$ cat src/rtl/mem_port_arbiter_if.sv
// Request/ack bundle shared by the CPU port, the debug/loader port and the RAM.
// The arbiter takes the slave side; the environment drives the master side.
interface mem_port_arbiter_if #(
  parameter int ADDR_W = 8,
  parameter int DATA_W = 16
);
  logic              cpu_req;
  logic              cpu_write;
  logic [ADDR_W-1:0] cpu_addr;
  logic [DATA_W-1:0] cpu_wdata;
  logic              cpu_ack;
  logic [DATA_W-1:0] cpu_rdata;

  logic              dbg_req;
  logic              dbg_write;
  logic [ADDR_W-1:0] dbg_addr;
  logic [DATA_W-1:0] dbg_wdata;
  logic              dbg_ack;
  logic [DATA_W-1:0] dbg_rdata;

  logic [ADDR_W-1:0] mem_addr;
  logic              mem_write;
  logic [DATA_W-1:0] mem_din;
  logic [DATA_W-1:0] mem_dout;

  modport slave (
    input  cpu_req, cpu_write, cpu_addr, cpu_wdata,
    input  dbg_req, dbg_write, dbg_addr, dbg_wdata,
    input  mem_dout,
    output cpu_ack, cpu_rdata, dbg_ack, dbg_rdata,
    output mem_addr, mem_write, mem_din
  );

  modport master (
    output cpu_req, cpu_write, cpu_addr, cpu_wdata,
    output dbg_req, dbg_write, dbg_addr, dbg_wdata,
    output mem_dout,
    input  cpu_ack, cpu_rdata, dbg_ack, dbg_rdata,
    input  mem_addr, mem_write, mem_din
  );
endinterface

$ cat src/rtl/mem_port_arbiter.sv
// Round-robin arbiter sharing one synchronous single-port RAM between the CPU
// and the debug/loader port, with a fixed IDLE/ISSUE/DONE access sequence.
module mem_port_arbiter #(
  parameter int ADDR_W = 8,
  parameter int DATA_W = 16,
  parameter int CNT_W  = 16
) (
  input  logic             clk,
  input  logic             reset,
  mem_port_arbiter_if.slave bus,
  output logic             busy,
  output logic [CNT_W-1:0] cpu_stall_cnt
);

  typedef enum logic [1:0] {
    IDLE  = 2'b00,
    ISSUE = 2'b01,
    DONE  = 2'b10
  } state_t;

  state_t            state_q, state_d;
  logic              owner_q, owner_d;
  logic              lastOwner_q, lastOwner_d;
  logic [ADDR_W-1:0] addr_q, addr_d;
  logic              write_q, write_d;
  logic [DATA_W-1:0] wdata_q, wdata_d;
  logic [CNT_W-1:0]  stallCnt_q, stallCnt_d;
  logic              grantDbg;

  always_ff @(posedge clk) begin
    if (reset) begin
      state_q     <= IDLE;
      owner_q     <= 1'b0;
      lastOwner_q <= 1'b1;
      addr_q      <= '0;
      write_q     <= 1'b0;
      wdata_q     <= '0;
      stallCnt_q  <= '0;
    end else begin
      state_q     <= state_d;
      owner_q     <= owner_d;
      lastOwner_q <= lastOwner_d;
      addr_q      <= addr_d;
      write_q     <= write_d;
      wdata_q     <= wdata_d;
      stallCnt_q  <= stallCnt_d;
    end
  end

  always_comb begin
    state_d       = state_q;
    owner_d       = owner_q;
    lastOwner_d   = lastOwner_q;
    addr_d        = addr_q;
    write_d       = write_q;
    wdata_d       = wdata_q;
    grantDbg      = 1'b0;
    bus.cpu_ack   = 1'b0;
    bus.cpu_rdata = '0;
    bus.dbg_ack   = 1'b0;
    bus.dbg_rdata = '0;
    bus.mem_addr  = '0;
    bus.mem_write = 1'b0;
    bus.mem_din   = '0;
    busy          = (state_q != IDLE);

    case (state_q)
      IDLE: begin
        // On a tie the port that was not served last wins (owner 1 = debug).
        if (bus.cpu_req || bus.dbg_req) begin
          grantDbg = bus.dbg_req && (!bus.cpu_req || !lastOwner_q);
          owner_d  = grantDbg;
          addr_d   = grantDbg ? bus.dbg_addr  : bus.cpu_addr;
          write_d  = grantDbg ? bus.dbg_write : bus.cpu_write;
          wdata_d  = grantDbg ? bus.dbg_wdata : bus.cpu_wdata;
          state_d  = ISSUE;
        end
      end
      ISSUE: begin
        bus.mem_addr  = addr_q;
        bus.mem_din   = wdata_q;
        bus.mem_write = write_q;
        state_d       = DONE;
      end
      DONE: begin
        bus.mem_addr = addr_q;
        bus.mem_din  = wdata_q;
        if (owner_q) begin
          bus.dbg_ack   = 1'b1;
          bus.dbg_rdata = bus.mem_dout;
        end else begin
          bus.cpu_ack   = 1'b1;
          bus.cpu_rdata = bus.mem_dout;
        end
        lastOwner_d = owner_q;
        state_d     = IDLE;
      end
      default: state_d = IDLE;
    endcase

    // An access aborted by reset must never ack or keep writing.
    if (reset) begin
      bus.cpu_ack   = 1'b0;
      bus.cpu_rdata = '0;
      bus.dbg_ack   = 1'b0;
      bus.dbg_rdata = '0;
      bus.mem_addr  = '0;
      bus.mem_write = 1'b0;
      bus.mem_din   = '0;
      busy          = 1'b0;
    end
  end

  always_comb begin
    stallCnt_d = stallCnt_q;
    if (bus.cpu_req && !bus.cpu_ack && (stallCnt_q != {CNT_W{1'b1}}))
      stallCnt_d = stallCnt_q + CNT_W'(1);
  end

  assign cpu_stall_cnt = stallCnt_q;

endmodule

$ cat src/flat_wrapper.sv
// flat-port wrapper written by rule: the top's interface ports become plain ports
module mem_port_arbiter_flat 
#(
  parameter int ADDR_W = 8,
  parameter int DATA_W = 16,
  parameter int CNT_W  = 16
)
  (clk, reset, busy, cpu_stall_cnt, bus_cpu_req, bus_cpu_write, bus_cpu_addr, bus_cpu_wdata, bus_dbg_req, bus_dbg_write, bus_dbg_addr, bus_dbg_wdata, bus_mem_dout, bus_cpu_ack, bus_cpu_rdata, bus_dbg_ack, bus_dbg_rdata, bus_mem_addr, bus_mem_write, bus_mem_din);
  mem_port_arbiter_if #(.ADDR_W(ADDR_W), .DATA_W(DATA_W)) bus_i ();
  input  logic clk;
  input  logic reset;
  output logic busy;
  output logic [CNT_W-1:0] cpu_stall_cnt;
  input wire logic [$bits(bus_i.cpu_req)-1:0] bus_cpu_req;
  input wire logic [$bits(bus_i.cpu_write)-1:0] bus_cpu_write;
  input wire logic [$bits(bus_i.cpu_addr)-1:0] bus_cpu_addr;
  input wire logic [$bits(bus_i.cpu_wdata)-1:0] bus_cpu_wdata;
  input wire logic [$bits(bus_i.dbg_req)-1:0] bus_dbg_req;
  input wire logic [$bits(bus_i.dbg_write)-1:0] bus_dbg_write;
  input wire logic [$bits(bus_i.dbg_addr)-1:0] bus_dbg_addr;
  input wire logic [$bits(bus_i.dbg_wdata)-1:0] bus_dbg_wdata;
  input wire logic [$bits(bus_i.mem_dout)-1:0] bus_mem_dout;
  output wire logic [$bits(bus_i.cpu_ack)-1:0] bus_cpu_ack;
  output wire logic [$bits(bus_i.cpu_rdata)-1:0] bus_cpu_rdata;
  output wire logic [$bits(bus_i.dbg_ack)-1:0] bus_dbg_ack;
  output wire logic [$bits(bus_i.dbg_rdata)-1:0] bus_dbg_rdata;
  output wire logic [$bits(bus_i.mem_addr)-1:0] bus_mem_addr;
  output wire logic [$bits(bus_i.mem_write)-1:0] bus_mem_write;
  output wire logic [$bits(bus_i.mem_din)-1:0] bus_mem_din;
  assign bus_i.cpu_req = bus_cpu_req;
  assign bus_i.cpu_write = bus_cpu_write;
  assign bus_i.cpu_addr = bus_cpu_addr;
  assign bus_i.cpu_wdata = bus_cpu_wdata;
  assign bus_i.dbg_req = bus_dbg_req;
  assign bus_i.dbg_write = bus_dbg_write;
  assign bus_i.dbg_addr = bus_dbg_addr;
  assign bus_i.dbg_wdata = bus_dbg_wdata;
  assign bus_i.mem_dout = bus_mem_dout;
  assign bus_cpu_ack = bus_i.cpu_ack;
  assign bus_cpu_rdata = bus_i.cpu_rdata;
  assign bus_dbg_ack = bus_i.dbg_ack;
  assign bus_dbg_rdata = bus_i.dbg_rdata;
  assign bus_mem_addr = bus_i.mem_addr;
  assign bus_mem_write = bus_i.mem_write;
  assign bus_mem_din = bus_i.mem_din;
  mem_port_arbiter #(.ADDR_W(ADDR_W), .DATA_W(DATA_W), .CNT_W(CNT_W)) u_core (.clk(clk), .reset(reset), .bus(bus_i), .busy(busy), .cpu_stall_cnt(cpu_stall_cnt));
endmodule
$ cat config.mk
export PLATFORM = sky130hd
export DESIGN_NAME = mem_port_arbiter_flat
export DESIGN_NICKNAME = d
export VERILOG_FILES = /design/src/rtl/mem_port_arbiter_if.sv /design/src/rtl/mem_port_arbiter.sv /design/src/flat_wrapper.sv
export SDC_FILE = /design/constraint.sdc
export NUM_CORES = 1
export LEC_CHECK = 0
export BUFFER_PORTS_ARGS = -buffer_cell sky130_fd_sc_hd__buf_2
export CORE_MARGIN = 4
export CORE_UTILIZATION = 46
export CTS_BUF_LIST = sky130_fd_sc_hd__clkbuf_8
export CTS_CLUSTER_DIAMETER = 100
export DETAILED_ROUTE_END_ITERATION = 6
export PLACE_DENSITY = 0.89
export SYNTH_ARGS = -nofsm -noshare
export SYNTH_HDL_FRONTEND = slang
export SYNTH_SLANG_ARGS = --single-unit
$ cat constraint.sdc
create_clock -name clk -period 2.6 [get_ports clk]
set_input_delay 0.26 -clock clk [delete_from_list [all_inputs] [get_ports clk]]
set_output_delay 0.26 -clock clk [all_outputs]
set_load 0.03 [all_outputs]
==> reports/qor.txt <==
Post-synth top cells = and2_1, dfxtp_1, nor2_1
WL final = 6880 microns
Fin nets = 511
Synth Register Bits = 45
Routed length per instance = 13.6 microns
Placeable Area = 5240 sq um
Max IR drop VDD = 0.306 mV
CTS root buf = clkbuf_8
CP Capture Type = register
DR vias = 2,632
Final setup TNS = 0 ns
Required time of the critical path = 2.79 ns
Cell area after layout = 3430 sq um
Port bufs = 145
Worst hold endpoint = u_core.state_q[0]$_SDFFE_PP0P_
Synth top area cells = dfxtp_1, and2_1, mux2i_1, a211oi_1, nor2_1
Clock slew at reported path FFs = 0.08 ns
Post-route ant nets = 0
Min-delay src = bus_dbg_req
Number of global-route vias before repair = 2,414
Area added between synthesis and finish = 35.3%
Total Routing Usage GR = 0.202
Worst setup SP type = register
IO Pins = 146
Power density over cell area = 482 nW/um^2
Dominant cell type by area after synthesis = dfxtp_1
Hold buffer count at cts = 0
Total power = 1.66 mW
Leakage = 1.69 nW
Post-Syn Nets = 375
Max-slew headroom = 0.663
Clk_lat worst skew = 0.29 ns
Residual DRC = 0
Placed cell count = 499
Outcome = completed
Initial Utilization = 0.485
Synth top area share = 0.355
# resized after CTS = 0
Asr flop ratio synth = 0
Vias per std cell = 5.20
Finished Core Util = 0.656
Num CTS Buffers = 5
Critical path class = reg2reg
Clock buffer depth = 2
Yosys cell types = 38
RSZ-0062 raised after global routing = false
Die H = 82.3 microns
Prevailing post-synth register cell = dfxtp_1
Final Cycle Share = 0.881
Die X = 82.3 microns
Cell count after synthesis = 300
Die area = 6770 sq um
Flop-to-flop setup slack = 0.31 ns
Worst r2r src = u_core.state_q[0]$_SDFFE_PP0P_
Crit path max fanout = 7
Pin count of the biggest net entering global routing = 51
Hold Path Stages = 2
Grt total ovfl = 0
Actual slew at the worst max-slew pin = 0.506 ns
Post-route setup slack = 0.309 ns
First-pass GRT wire length = 10,800 microns
Fraction of layout cells with a size suffix above 1 = 0.390
Worst hold path type = in2reg
Layout Skew = 0.00765 ns
Non-Filler Instances = 506
Hold Vio Cnt, Final = 0
DP Area = 3330 sq um
N_diodes = 0
# setup viols final = 0
Initial DRC count = 103
Drt pass-1 iters = 5
Fmax = 437 MHz
Synthesized area = 2540 sq um
Crit path DAT = 2.48 ns
Initial antenna violation count = 0
CTS tree = done
DP Wirelength = 5160 microns
Row count = 26
Max Cap Violations = 0
Postcts setup bufs = 0
Slew Viols, Final = 0
GP Congestion = 0.805
Most common cell in the synthesized netlist = and2_1
Mapped Avg Cell Area = 8.46 sq um
Ys Warns = 0
RR Endpoint = u_core.cpu_stall_cnt[15]$_SDFFE_PP0P_
Post-Place Setup Slack = 0.329 ns
Sequential share of the synthesized area = 0.355
R2R depth = 6
H-tree Lvls = 2
Post-layout minimum cycle time = 2.29 ns
EDFF count, synth = 0
Clk sinks = 45
Hold WS = 0.244 ns
==> critical path, stage by stage (launching register included) <==
cell and delay [ns]:
dfxtp_1 0.39, inv_1 0.08, ha_1 0.22, nor3b_1 0.17, or4_1 0.67, nor4b_2 0.31, mux2_2 0.36
==> flip-flops by register name, summed over array words and instances (netlist names) <==
name                  cells
u_core.owner_q            1
u_core.state_q            2
u_core.addr_q             8
u_core.cpu_stall_cnt     16
u_core.wdata_q           16
u_core.lastOwner_q        1
u_core.write_q            1
==> kinds of logic (layout without fill, tap and decap cells) <==
| group | count (synthesis) | in the layout | synth area share |
|---|---|---|---|
| adder cells (fa/ha/maj) | 5 | 5 | 0.0246 |
| flip-flops | 45 | 45 | 0.355 |
| AND/OR/NAND/NOR | 138 | 138 | 0.312 |
| multiplexers | 28 | 28 | 0.112 |
| AO/OA/AOI/OAI | 55 | 55 | 0.151 |
| buffers and inverters | 29 | 165 | 0.0453 |
==> cells in the final DEF (no fill, tap or decap), drive strengths merged, types with 3 or more instances in the layout <==
cell / n
a211oi: 25
a21oi: 12
and2: 56
buf: 152
clkbuf: 5
dfxtp: 45
ha: 5
inv: 6
mux2: 3
mux2i: 25
nand2: 8
nand2b: 3
nand3: 7
nand4: 5
nor2: 32
nor2b: 5
nor4: 4
o21ai: 3
o31ai: 7
or4: 8
==> routing by layer <==
metal / up-vias / part of all wire / GRT usage
li1: 1331 / - / -
met4: 0 / 0.0044 / 0.0399
met3: 4 / 0.095 / 0.0586
met2: 114 / 0.49 / 0.362
met1: 1183 / 0.41 / 0.239
met5: - / 0 / 0
==> how the worst max path moves through the flow <==
stage          depth (start not counted)  slack, ns                               endpoint                            from
6_report                               6       0.31  u_core.cpu_stall_cnt[15]$_SDFFE_PP0P_  u_core.state_q[0]$_SDFFE_PP0P_
3_3_place_gp                           6       0.40  u_core.cpu_stall_cnt[15]$_SDFFE_PP0P_  u_core.state_q[0]$_SDFFE_PP0P_
4_1_cts                                6       0.32  u_core.cpu_stall_cnt[15]$_SDFFE_PP0P_  u_core.state_q[0]$_SDFFE_PP0P_
2_1_floorplan                          8       0.33  u_core.cpu_stall_cnt[15]$_SDFFE_PP0P_  u_core.state_q[0]$_SDFFE_PP0P_
5_1_grt                                6       0.20  u_core.cpu_stall_cnt[15]$_SDFFE_PP0P_  u_core.state_q[0]$_SDFFE_PP0P_
3_5_place_dp                           6       0.33  u_core.cpu_stall_cnt[15]$_SDFFE_PP0P_  u_core.state_q[0]$_SDFFE_PP0P_
==> where the power goes <==
part / switching [mW] / total (mW) / internal (mW)
combinational: 0.221 / 0.373 / 0.152
sequential: 0.0301 / 0.778 / 0.748
clock: 0.225 / 0.504 / 0.279
==> final cells by class <==
class	instances	area (sq um)
inverters	6	22.5
flip-flops and latches	45	901
clock buffers	5	68.8
well taps	70	87.6
clock inverters	2	35.0
fillers	446	1800
repair buffers	152	778
multi-input cells	226	1540
No activity file was read; power rests on OpenSTA's default activity.
